File: config.mk
export PLATFORM = sky130hd
export DESIGN_NAME = mux_serializer_ctrl_flat
export DESIGN_NICKNAME = d
export VERILOG_FILES = /design/src/rtl/mux_serializer_ctrl_if.sv /design/src/rtl/mux_serializer_ctrl.sv /design/src/flat_wrapper.sv
export SDC_FILE = /design/constraint.sdc
export NUM_CORES = 1
export LEC_CHECK = 0
export CAP_MARGIN = 20
export CORE_ASPECT_RATIO = 0.6
export CORE_UTILIZATION = 25
export CTS_CLUSTER_DIAMETER = 100
export DETAILED_ROUTE_END_ITERATION = 12
export DONT_BUFFER_PORTS = 1
export PLACE_DENSITY = 0.41
export SYNTH_ARGS = -nofsm -noshare
export SYNTH_HDL_FRONTEND = slang
export SYNTH_SLANG_ARGS = --single-unit
File: constraint.sdc
create_clock -name clk -period 2.6 [get_ports clk]
set_clock_uncertainty 0.2 [all_clocks]
set_input_delay 0.52 -clock clk [delete_from_list [all_inputs] [get_ports clk]]
set_output_delay 0.52 -clock clk [all_outputs]
set_load 0.005 [all_outputs]
File: src/rtl/mux_serializer_ctrl_if.sv
// mux_serializer_ctrl_if: byte handshake, mux drive/return and serial stream bundle
interface mux_serializer_ctrl_if;
  logic [7:0] din;
  logic       din_valid;
  logic       din_ready;
  logic [7:0] I;
  logic [2:0] Sel;
  logic       Y;
  logic       ser_out;
  logic       ser_valid;
  logic       ser_last;
  logic       busy;
  modport master (output din, din_valid, Y, input din_ready, I, Sel, ser_out, ser_valid, ser_last, busy);
  modport slave  (input din, din_valid, Y, output din_ready, I, Sel, ser_out, ser_valid, ser_last, busy);
endinterface

File: src/rtl/mux_serializer_ctrl.sv
// mux_serializer_ctrl: steps an 8-to-1 mux through a byte and samples it into a serial stream
module mux_serializer_ctrl #(
  parameter int HOLD_CYCLES = 1,
  parameter bit MSB_FIRST   = 0
) (
  input  logic                  clk,
  input  logic                  rst_n,
  mux_serializer_ctrl_if.slave  bus
);
  typedef enum logic {IDLE, SHIFT} state_t;
  localparam logic [2:0] FIRST  = MSB_FIRST ? 3'd7 : 3'd0;
  localparam logic [3:0] HC_MAX = 4'(HOLD_CYCLES - 1);
  state_t     state, state_nx;
  logic [2:0] bit_cnt;
  logic [3:0] hold_cnt;
  logic       sample, last, accept;
  assign sample        = state == SHIFT && hold_cnt == HC_MAX;
  assign last          = sample && bit_cnt == 3'd7;
  assign bus.din_ready = state == IDLE || last;
  assign accept        = bus.din_valid && bus.din_ready;
  assign bus.busy      = state == SHIFT;
  always_comb begin
    state_nx = state;
    if (state == IDLE) state_nx = accept ? SHIFT : IDLE;
    else if (last) state_nx = accept ? SHIFT : IDLE;
  end
  always_ff @(posedge clk or negedge rst_n) begin
    if (!rst_n) begin
      state         <= IDLE;
      bus.I         <= 8'h00;
      bus.Sel       <= FIRST;
      bit_cnt       <= 3'd0;
      hold_cnt      <= 4'd0;
      bus.ser_out   <= 1'b0;
      bus.ser_valid <= 1'b0;
      bus.ser_last  <= 1'b0;
    end else begin
      state         <= state_nx;
      bus.ser_valid <= sample;
      bus.ser_last  <= last;
      if (sample) bus.ser_out <= bus.Y;
      if (accept) bus.I <= bus.din;
      if (state == IDLE) begin
        if (accept) begin
          bus.Sel  <= FIRST;
          bit_cnt  <= 3'd0;
          hold_cnt <= 4'd0;
        end
      end else if (sample) begin
        // Wrapping step returns Sel to FIRST and bit_cnt to 0 after the 8th bit
        hold_cnt <= 4'd0;
        bit_cnt  <= bit_cnt + 3'd1;
        bus.Sel  <= MSB_FIRST ? bus.Sel - 3'd1 : bus.Sel + 3'd1;
      end else begin
        hold_cnt <= hold_cnt + 4'd1;
      end
    end
  end
endmodule

File: src/flat_wrapper.sv
// flat-port wrapper written by rule: the top's interface ports become plain ports
module mux_serializer_ctrl_flat 
#(
  parameter int HOLD_CYCLES = 1,
  parameter bit MSB_FIRST   = 0
)
  (clk, rst_n, bus_din, bus_din_valid, bus_Y, bus_din_ready, bus_I, bus_Sel, bus_ser_out, bus_ser_valid, bus_ser_last, bus_busy);
  mux_serializer_ctrl_if bus_i ();
  input  logic clk;
  input  logic rst_n;
  input wire logic [$bits(bus_i.din)-1:0] bus_din;
  input wire logic [$bits(bus_i.din_valid)-1:0] bus_din_valid;
  input wire logic [$bits(bus_i.Y)-1:0] bus_Y;
  output wire logic [$bits(bus_i.din_ready)-1:0] bus_din_ready;
  output wire logic [$bits(bus_i.I)-1:0] bus_I;
  output wire logic [$bits(bus_i.Sel)-1:0] bus_Sel;
  output wire logic [$bits(bus_i.ser_out)-1:0] bus_ser_out;
  output wire logic [$bits(bus_i.ser_valid)-1:0] bus_ser_valid;
  output wire logic [$bits(bus_i.ser_last)-1:0] bus_ser_last;
  output wire logic [$bits(bus_i.busy)-1:0] bus_busy;
  assign bus_i.din = bus_din;
  assign bus_i.din_valid = bus_din_valid;
  assign bus_i.Y = bus_Y;
  assign bus_din_ready = bus_i.din_ready;
  assign bus_I = bus_i.I;
  assign bus_Sel = bus_i.Sel;
  assign bus_ser_out = bus_i.ser_out;
  assign bus_ser_valid = bus_i.ser_valid;
  assign bus_ser_last = bus_i.ser_last;
  assign bus_busy = bus_i.busy;
  mux_serializer_ctrl #(.HOLD_CYCLES(HOLD_CYCLES), .MSB_FIRST(MSB_FIRST)) u_core (.clk(clk), .rst_n(rst_n), .bus(bus_i));
endmodule
=== Yosys cells after proc, flatten, opt, wreduce, memory -nomap -nowiden ===
Cells that the tools add are included.

* Register bits: 22
* Logic and storage cells: 32
* Input bits: 12

* Reduce and logical (&&, ||, !) cells: 7
* Bitwise logic cells: 1
* $add $sub $neg: 3
* Equality and inequality tests: 2
* Multiplexer cells: 11

{| class="wikitable"
|+ Operator list
! kind !! count
|-
| $mux 3 || 5
|-
| $mux 4 || 3
|-
| $add 3x1->3 const B || 2
|-
| $add 4x1->4 const B || 1
|-
| $logic_not 4->1 || 1
|-
| $eq 3x3->1 const B || 1
|-
| $logic_and 1x1->1 || 3
|-
| $mux 1 || 3
|-
| $ne 2x2->1 const B || 1
|-
| $reduce_and 2->1 || 1
|-
| $reduce_bool 2->1 || 1
|-
| $logic_or 1x1->1 || 1
|-
| $not 1->1 || 1
|}

=== Depth between registers and ports, before layout ===
Gate-level depths: netlist (run 1).

* Word-level depth: 8
* Depth in mapped cells: 6

=== Worst setup path before layout (run 1) ===
Ideal clock, no wire load.

* Path kind: register to register
* From: register u_core.bit_cnt[0]
* To: register u_core.bus.I[0]
* Required time: 2275 ps
* Stages on the path, launching flop included: 6
* Path buffers: 0
* Clock period less this slack: 1894 ps
* Arrival time: 1569 ps
* Slack: 706 ps
* Path through: dfrtp_1 ha_1 ha_1 and4bb_2 o21ai_4 mux2_2

* Word-level cells in the longest chain between the ends: 4

{| class="wikitable"
|+ RTL lines
! what !! line !! source
|-
| start: declaration || mux_serializer_ctrl.sv:14 || <nowiki>logic [2:0] bit_cnt;</nowiki>
|-
| start signal: assignment || mux_serializer_ctrl.sv:52 || <nowiki>bit_cnt <= bit_cnt + 3'd1;</nowiki>
|-
| $eq 3x3->1 || mux_serializer_ctrl.sv:18 || <nowiki>assign last = sample && bit_cnt == 3'd7;</nowiki>
|-
| $logic_and 1x1->1 || mux_serializer_ctrl.sv:18 ||
|-
| $logic_or 1x1->1 || mux_serializer_ctrl.sv:19 || <nowiki>assign bus.din_ready = state == IDLE || last;</nowiki>
|-
| $logic_and 1x1->1 || mux_serializer_ctrl.sv:20 || <nowiki>assign accept = bus.din_valid && bus.din_ready;</nowiki>
|-
| end signal: assignment || mux_serializer_ctrl.sv:42 || <nowiki>if (accept) bus.I <= bus.din;</nowiki>
|-
| end: declaration || mux_serializer_ctrl_if.sv:14 || <nowiki>modport slave (input din, din_valid, Y, output din_ready, I, Sel, ser_out, ser_valid, ser_last, busy);</nowiki>
|}

No other way between the ends.
A chain may end at the register's enable or synchronous reset.

=== Worst setup path after layout (run 1) ===
* From: register u_core.bit_cnt[0]
* To: output bus_din_ready

* Word-level cells in the longest chain between the ends: 3

{| class="wikitable"
|+ RTL lines
! what !! line !! source
|-
| $eq 3x3->1 || mux_serializer_ctrl.sv:18 ||
|-
| $logic_and 1x1->1 || mux_serializer_ctrl.sv:18 ||
|-
| $logic_or 1x1->1 || mux_serializer_ctrl.sv:19 ||
|-
| end: declaration || flat_wrapper.sv:14 || <nowiki>output wire logic [$bits(bus_i.din_ready)-1:0] bus_din_ready;</nowiki>
|}

No other way between the ends.

==> summary.md, run 1 <==
| Metric | Value |
|---|---|
| Run status | `finished with violations` |
| Violated checks | `design-rule violations` |
| Cell repeated most along the worst path | `sky130_fd_sc_hd__ha_1` |
| Setup fix buffers added after clock tree synthesis | `0` |
| Post-detailed-route count of antenna-violating nets | `0` |
| Post-synthesis adder-cell area fraction | `a little over 6%` |
| Cells along the critical path | `ha_1 -> ha_1 -> and4bb_2 -> nand2b_1` |
| Cell Area, Synth | `between 1000 and 1500 um2` |
| DP Cell Count | `~130` |
| Number of buffers inserted by port buffering | `0` |
| Post-Syn Nets | `99` |
| Largest stage delay, worst path | `0.41 ns` |
| Total clock buffers created by CTS | `3` |
| Commonest non-fill, non-tap cells in the layout | `22 x sky130_fd_sc_hd__dfrtp_1, 10 x sky130_fd_sc_hd__nand2_1, 9 x sky130_fd_sc_hd__mux2_2` |
| Post-synthesis register bit count | `22` |
| DIE AREA | `4310 um2` |
| Actual slew at the worst max-slew pin | `around 0.44 ns` |
| Main combinational cell family by area after synthesis | `multiplexers` |
| Proportion of synthesized area in mux cells | `13.0%` |
| Antenna violations before repair | `0` |
| Pre-CTS setup slack | `0.571 ns` |
| Global router's overall resource usage | `around a tenth` |
| Startpoint of the tightest hold check path | `bus_din_valid` |
| Kind of end point of the critical path | `primary output` |
| Number of max-cap violations | `0` |
| Worst skew pair latency | `0.26 ns` |
| Fin worst setup slack | `0.324 ns` |
| Number of rows in the core area | `17` |
| R2r worst-path depth | `5` |
| Area share of and/or/nand/nor cells after synthesis | `11.3%` |
| First-pass GRT wire length | `3100 um` |
| R2r setup slk | `around 0.55 ns` |
| Number of setup violations in the final report | `0` |
| Xor/xnor share of the synthesized area | `3.47%` |
| WHS Path Cells | `1` |
| Area fraction in compound gates after synthesis | `8.05%` |
| Worst-case headroom to the max-slew limit | `70.3%` |
| Number of warnings reported in the yosys synthesis log | `0` |
| Hold_buf cts | `1` |
| Quantity of gates resized following cts | `0` |
| Count of unique library cells instantiated by Yosys | `27` |
| Die boundary height | `51.2 um` |
| Number of vias per cell | `between 4 and 5` |
| Most common cell after layout, fill and taps aside | `sky130_fd_sc_hd__dfrtp_1` |
| Crit path kind | `flip-flop to primary output` |
| Top FF cell, synth | `sky130_fd_sc_hd__dfrtp_1` |
| EDFF count, synth | `0` |
| Total count of max-transition violations in the final report | `0` |
| Total number of clock tree sinks | `22` |
| Final total negative setup slack | `0 ns` |
| CTS clock-pin slew for the worst setup and hold paths | `0.08 ns` |
| H-tree depth reported by CTS | `1` |
| Core utilization of the finished layout | `30.3%` |
| Slowest cell on crit path | `sky130_fd_sc_hd__dfrtp_1` |
| Highest Clock Rate | `between 400 and 500 MHz` |
| Final cycle utilization of the critical path | `approximately 88%` |
| Layout Nets | `approximately 110` |
| Average cell area after synthesis | `~12 um2` |
| Endpoint required time on the critical path | `1.88 ns` |
| Proportion of layout cells with a drive suffix above 1 | `20.9%` |
| Total via count after detailed routing | `603` |
| Pin count of the biggest net entering global routing | `23` |
| Horizontal die dimension | `84.0 um` |
| Antenna Cells | `0` |
| Post-Synthesis Cells | `around 80` |
| Register area share after synthesis | `between 50 and 60%` |
| Routed len/inst | `14.8 um` |
| I/O pin count | `28` |
| CP Launch Type | `flip-flop` |
| Routed wire length | `1970 um` |
| IR drop worst, VDD | `0.000308 V` |
| Worst R2R Start | `u_core.bit_cnt[0]$_DFFE_PN0P_` |
| Final worst hold slack | `0.157 ns` |
| Final weighted congestion in routability-driven placement | `0.705` |
| Synthesis-to-layout area growth | `13.1%` |
| Worst hold endpoint | `u_core.bus.Sel[0]$_DFFE_PN0P_` |
| Path type of the worst min-delay path | `primary input to flip-flop` |
| Post-route DRC violation count | `3` |
| Root cell of the clock tree | `sky130_fd_sc_hd__clkbuf_8` |
| Number of detailed-routing iterations run before antenna repair | `8` |
| Maximum count of clock buffers along a single path | `2` |
| Area of the placeable core | `between 3000 and 4000 um2` |
| RSZ-0062 raised after global routing | `false` |
| Initial cell density of the core | `26.8%` |
| Areal power density over the cells | `1080 nW/um2` |
| Hold Fails Final Rpt | `0` |
| DP Wirelength | `between 1000 and 1500 um` |
| Time the final worst path needs with I/O delays and setup | `2.28 ns` |
| Arrival time at the worst endpoint | `1.56 ns` |
| Number of global-route vias before repair | `569` |
| TritonCTS clock tree | `done` |
| Total congestion overflow | `0` |
| Count of placed standard cells in the final layout, fillers left out | `133` |
| Iteration-0 DRC Markers | `62` |
| End of the worst register-to-register path | `u_core.bus.I[7]$_DFFE_PN0P_` |
| Critical path fanouts, max | `3` |
| Leakage power | `between 0.4 and 0.5 nW` |
| Fraction of synthesis flops using an asynchronous set or reset pin | `100%` |
-- per-stage QoR --
step / power, mW / area, um2
after floorplan: 0.932 / 1010
after global placement: 1.02 / 1060
after detailed placement: 1.03 / 1060
after CTS: 1.24 / 1110
after global routing: 1.34 / 1140
final: 1.23 / 1140
-- worst max-delay path by stage --
stage / cells after the start / endpoint / slack [ns] / from
6_report: 4 / bus_din_ready / 0.32 / u_core.bit_cnt[0]$_DFFE_PN0P_
3_3_place_gp: 5 / u_core.bus.I[1]$_DFFE_PN0P_ / 0.62 / u_core.bit_cnt[0]$_DFFE_PN0P_
4_1_cts: 4 / bus_din_ready / 0.32 / u_core.bit_cnt[0]$_DFFE_PN0P_
5_1_grt: 4 / bus_din_ready / 0.26 / u_core.bit_cnt[0]$_DFFE_PN0P_
3_5_place_dp: 5 / u_core.bus.I[7]$_DFFE_PN0P_ / 0.57 / u_core.bit_cnt[0]$_DFFE_PN0P_
2_1_floorplan: 5 / u_core.bus.I[0]$_DFFE_PN0P_ / 0.71 / u_core.bit_cnt[0]$_DFFE_PN0P_
-- synth_stat cells, types with 2 or more instances --
master	instances	area, um2
sky130_fd_sc_hd__and4bb_2	2	25.0
sky130_fd_sc_hd__dfrtp_1	22	551
sky130_fd_sc_hd__ha_1	5	62.6
sky130_fd_sc_hd__inv_1	4	15.0
sky130_fd_sc_hd__mux2_2	9	101
sky130_fd_sc_hd__mux2i_1	3	30.0
sky130_fd_sc_hd__nand2_1	10	37.5
sky130_fd_sc_hd__o21ai_0	5	25.0
sky130_fd_sc_hd__o22ai_1	2	12.5
sky130_fd_sc_hd__xnor2_1	3	26.3
-- per-layer routing --
metal | wire length (um) | up-vias | global-route usage (%) | part of all wire (%)
met5 | 0 | - | 0 | 0
met4 | 16 | 0 | 2.59 | 0.81
met3 | 139 | 2 | 5.65 | 7.0
met2 | 760 | 15 | 12.0 | 39
met1 | 1060 | 294 | 14.6 | 54
li1 | - | 292 | - | -
-- cell families (layout without fill, tap and decap cells) --
family,count (synthesis),count (layout)
XOR/XNOR,4,4
AO/OA/AOI/OAI,12,12
adder cells (fa/ha/maj),5,5
AND/OR/NAND/NOR,20,20
buffers and inverters,7,11
multiplexers,12,12
flip-flops,22,22
-- critical path, delay by kind of cell, from the launching register on --
| family | cells | cell delay, ns |
|---|---|---|
| fa+ha+maj | 2 | 0.41 |
| simple gates | 2 | 0.47 |
| flops | 1 | 0.41 |
-- flip-flops by register name, indices dropped and copies added, names as in the netlist --
register,cells
u_core.bus.ser_valid,1
u_core.hold_cnt,4
u_core.bit_cnt,3
u_core.bus.ser_out,1
u_core.bus.I,8
u_core.bus.ser_last,1
u_core.bus.Sel,3
u_core.bus.busy,1
-- where the power goes --
group / switching (mW) / total [mW] / internal (mW) / leakage, nW
Clock: 0.104 / 0.207 / 0.103 / 0.0216
Sequential: 0.143 / 0.646 / 0.503 / 0.266
Combinational: 0.164 / 0.381 / 0.217 / 0.206
Total: 0.411 / 1.23 / 0.823 / 0.494
-- final cells by class --
class	instances	area, um2
flip-flops and latches	22	551
multi-input cells	53	424
inverters	4	15.0
fillers	386	2620
clock buffers	3	41.3
well taps	47	58.8
repair buffers	4	52.6
(Power assumes the default switching activity.)
==> run 2, diff against run 1 <==
--- a/config.mk
+++ b/config.mk
@@ -11,7 +11,7 @@
 export CTS_CLUSTER_DIAMETER = 100
 export DETAILED_ROUTE_END_ITERATION = 12
 export DONT_BUFFER_PORTS = 1
-export PLACE_DENSITY = 0.41
+export PLACE_DENSITY = 0.43
 export SYNTH_ARGS = -nofsm -noshare
 export SYNTH_HDL_FRONTEND = slang
 export SYNTH_SLANG_ARGS = --single-unit
==> constraint.sdc (replaced) <==
create_clock -name clk -period 1.9 [get_ports clk]
set_clock_uncertainty 0.2 [all_clocks]
set_input_delay 0.38 -clock clk [delete_from_list [all_inputs] [get_ports clk]]
set_output_delay 0.38 -clock clk [all_outputs]
set_load 0.005 [all_outputs]
==> run 2 against run 1 <==
  * Combinational power increased by 97%
  * Largest cell class unchanged
  * Worst hold slack got worse by 0.14 ns
  * The run ends with design-rule violations, negative setup slack left
  * Non-clock buffer count grew 11
  * Flip-flop and latch count stayed put
  * Critical path depth unchanged
  * Total power is 59% higher
==> summary.md, run 2 (synthesis gave the netlist of run 1 again) <==
| Metric | Value |
|---|---|
| Register bank with the most flops | `u_core.bus.I` |
| Number of setup violations in the final report | `1` |
| Endpoint required time on the critical path | `1.32 ns` |
| Most common cell after layout, fill and taps aside | `sky130_fd_sc_hd__dfrtp_1` |
| Number of max-cap violations | `0` |
| Path type of the worst min-delay path | `primary input to flip-flop` |
| CP Launch Type | `flip-flop` |
| Areal power density over the cells | `approximately 1500 nW/um2` |
| Kind of end point of the critical path | `primary output` |
| Clock group share of total power | `16.9%` |
| Initial cell density of the core | `26.8%` |
| Pre-CTS setup slack | `-0.0769 ns` |
| FILL cells | `357` |
| Area of the placeable core | `around 3800 um2` |
| Final cycle utilization of the critical path | `105%` |
| Post-detailed-route count of antenna-violating nets | `0` |
| Post-route DRC violation count | `2` |
| Total congestion overflow | `0` |
| Number of flip-flops in the largest register | `8` |
| First-pass GRT wire length | `roughly 3300 um` |
| Sw frac | `between 30% and 40%` |
| Sequential fraction of design power | `45.0%` |
| Horizontal die dimension | `between 80 and 90 um` |
| Routed wire length | `2150 um` |
| Final weighted congestion in routability-driven placement | `approximately 0.71` |
| WHS Path Cells | `1` |
| Critical path fanouts, max | `2` |
| Number of vias per cell | `4.52` |
| Placed Area | `1090 um2` |
| RSZ-0062 raised after global routing | `true` |
| H-tree depth reported by CTS | `1` |
| Pin count of the biggest net entering global routing | `23` |
| Crit path kind | `flip-flop to primary output` |
| Design internal power | `1.34 mW` |
| Antenna Cells | `0` |
| Total clock buffers created by CTS | `3` |
| Antenna violations before repair | `0` |
| Run status | `finished with violations` |
| TritonCTS clock tree | `done` |
| Total number of clock tree sinks | `22` |
| CTS clock-pin slew for the worst setup and hold paths | `0.08 ns` |
| Number of rows in the core area | `17` |
| Routed len/inst | `14.8 um` |
| Maximum count of clock buffers along a single path | `2` |
| Largest registers ranked by flip-flop count | `u_core.bus.I: 8 flops, u_core.hold_cnt: 4 flops` |
| Total count of max-transition violations in the final report | `0` |
| Leakage power | `0.600 nW` |
| Fin worst setup slack | `-0.0874 ns` |
| Root cell of the clock tree | `sky130_fd_sc_hd__clkbuf_8` |
| Actual slew at the worst max-slew pin | `0.450 ns` |
| Arrival time at the worst endpoint | `1.41 ns` |
| Number of buffers inserted by port buffering | `0` |
| Layout Nets | `116` |
| Synthesis-to-layout area growth | `29.9%` |
| Iteration-0 DRC Markers | `46` |
| R2r worst-path depth | `6` |
| Worst skew pair latency | `0.26 ns` |
| DIE AREA | `roughly 4300 um2` |
| Time the final worst path needs with I/O delays and setup | `1.99 ns` |
| Hold Fails Final Rpt | `0` |
| Area of the multi-input gates | `482 um2` |
| Global router's overall resource usage | `10.7%` |
| IR drop worst, VDD | `between 0.0005 and 0.0006 V` |
| Number of global-route vias before repair | `between 600 and 700` |
| DP Wirelength | `~1400 um` |
| Highest Clock Rate | `503 MHz` |
| Commonest non-fill, non-tap cells in the layout | `22 x sky130_fd_sc_hd__dfrtp_1, 11 x sky130_fd_sc_hd__buf_4, 10 x sky130_fd_sc_hd__nand2_1` |
| Proportion of layout cells with a drive suffix above 1 | `about a third` |
| Combinational cell fraction of total power | `38.1%` |
| Post-route design area | `1310 um2` |
| Sequential Area | `551 um2` |
| Violated checks | `design-rule violations, negative setup slack` |
| Number of detailed-routing iterations run before antenna repair | `8` |
| I/O pin count | `28` |
| Worst-case headroom to the max-slew limit | `69.9%` |
| Net switching component of the power | `0.629 mW` |
| Die boundary height | `51.2 um` |
| Total via count after detailed routing | `about 660` |
run 2: changes by cell type in the layout (fill, tap and decap cells not counted), sizes merged:
cell | before | now
clkbuf | 3 | 4
dlygate4sd3 | 1 | 2
buf | 3 | 13
run 2: worst max-delay path, cell delays in order, from the launching register on:
cell and delay, ns:
sky130_fd_sc_hd__dfrtp_1 0.39, sky130_fd_sc_hd__ha_2 0.20, sky130_fd_sc_hd__ha_4 0.15, sky130_fd_sc_hd__and4bb_2 0.25
sky130_fd_sc_hd__nand2b_4 0.16
run 2: worst paths after layout:
path,startpoint,endpoint,slack [ns]
min in group asynchronous,rst_n,u_core.bus.I[5]$_DFFE_PN0P_,0.20
worst min register to register,u_core.bus.ser_out$_DFFE_PN0P_,u_core.bus.ser_out$_DFFE_PN0P_,0.34
worst max-delay path,u_core.bit_cnt[0]$_DFFE_PN0P_,bus_din_ready,-0.09
worst min-delay path,bus_din_valid,u_core.bit_cnt[0]$_DFFE_PN0P_,0.02
max in group asynchronous,rst_n,u_core.bus.Sel[2]$_DFFE_PN0P_,0.93
worst max register to register,u_core.bit_cnt[0]$_DFFE_PN0P_,u_core.bus.I[4]$_DFFE_PN0P_,0.01
run 2: final cells by class:
class | count | area share [%]
repair buffers | 15 | 11.5
flip-flops and latches | 22 | 42.0
well taps | 47 | 4.48
inverters | 4 | 1.15
clock buffers | 4 | 4.20
multi-input cells | 53 | 36.7
run 2: timing repair:
item                       CTS  global route
setup endpoints to repair    9            13
resized for setup           12             1
hold endpoints to repair    22             1
hold buffers                 1             1
buffers inserted             3             3
pin swaps                    1             1
run 2: power by group through the flow:
| stage | Combinational [mW] | Sequential, mW | Clock [mW] |
|---|---|---|---|
| 2_1_floorplan | 0.431 | 0.845 | 0 |
| 3_3_place_gp | 0.552 | 0.884 | 0 |
| 3_5_place_dp | 0.573 | 0.885 | 0 |
| 6_report | 0.749 | 0.887 | 0.332 |
| 4_1_cts | 0.681 | 0.888 | 0.346 |
| 5_1_grt | 0.829 | 0.921 | 0.374 |
run 2: per-layer routing:
layer | routed length (um) | part of all wire, % | global-route usage [%] | vias to the layer above
met4 | 23 | 1.1 | 2.59 | 0
met5 | 0 | 0 | 0 | -
li1 | - | - | - | 315
met1 | 1050 | 49 | 15.6 | 320
met2 | 922 | 43 | 13.4 | 16
met3 | 148 | 6.9 | 5.33 | 4
run 2: stage by stage:
step	util, %	hold slack, ns	cells	TNS (ns)	total power [mW]
after floorplan	-	-0.116	82	0	1.28
after global placement	29.0	-0.115	132	-0.238	1.44
after detailed placement	29.0	-0.115	132	-0.584	1.46
after CTS	33.1	0.00125	140	-0.205	1.92
after global routing	34.8	0.00822	145	-0.438	2.12
final	34.8	0.0219	145	-0.0874	1.97
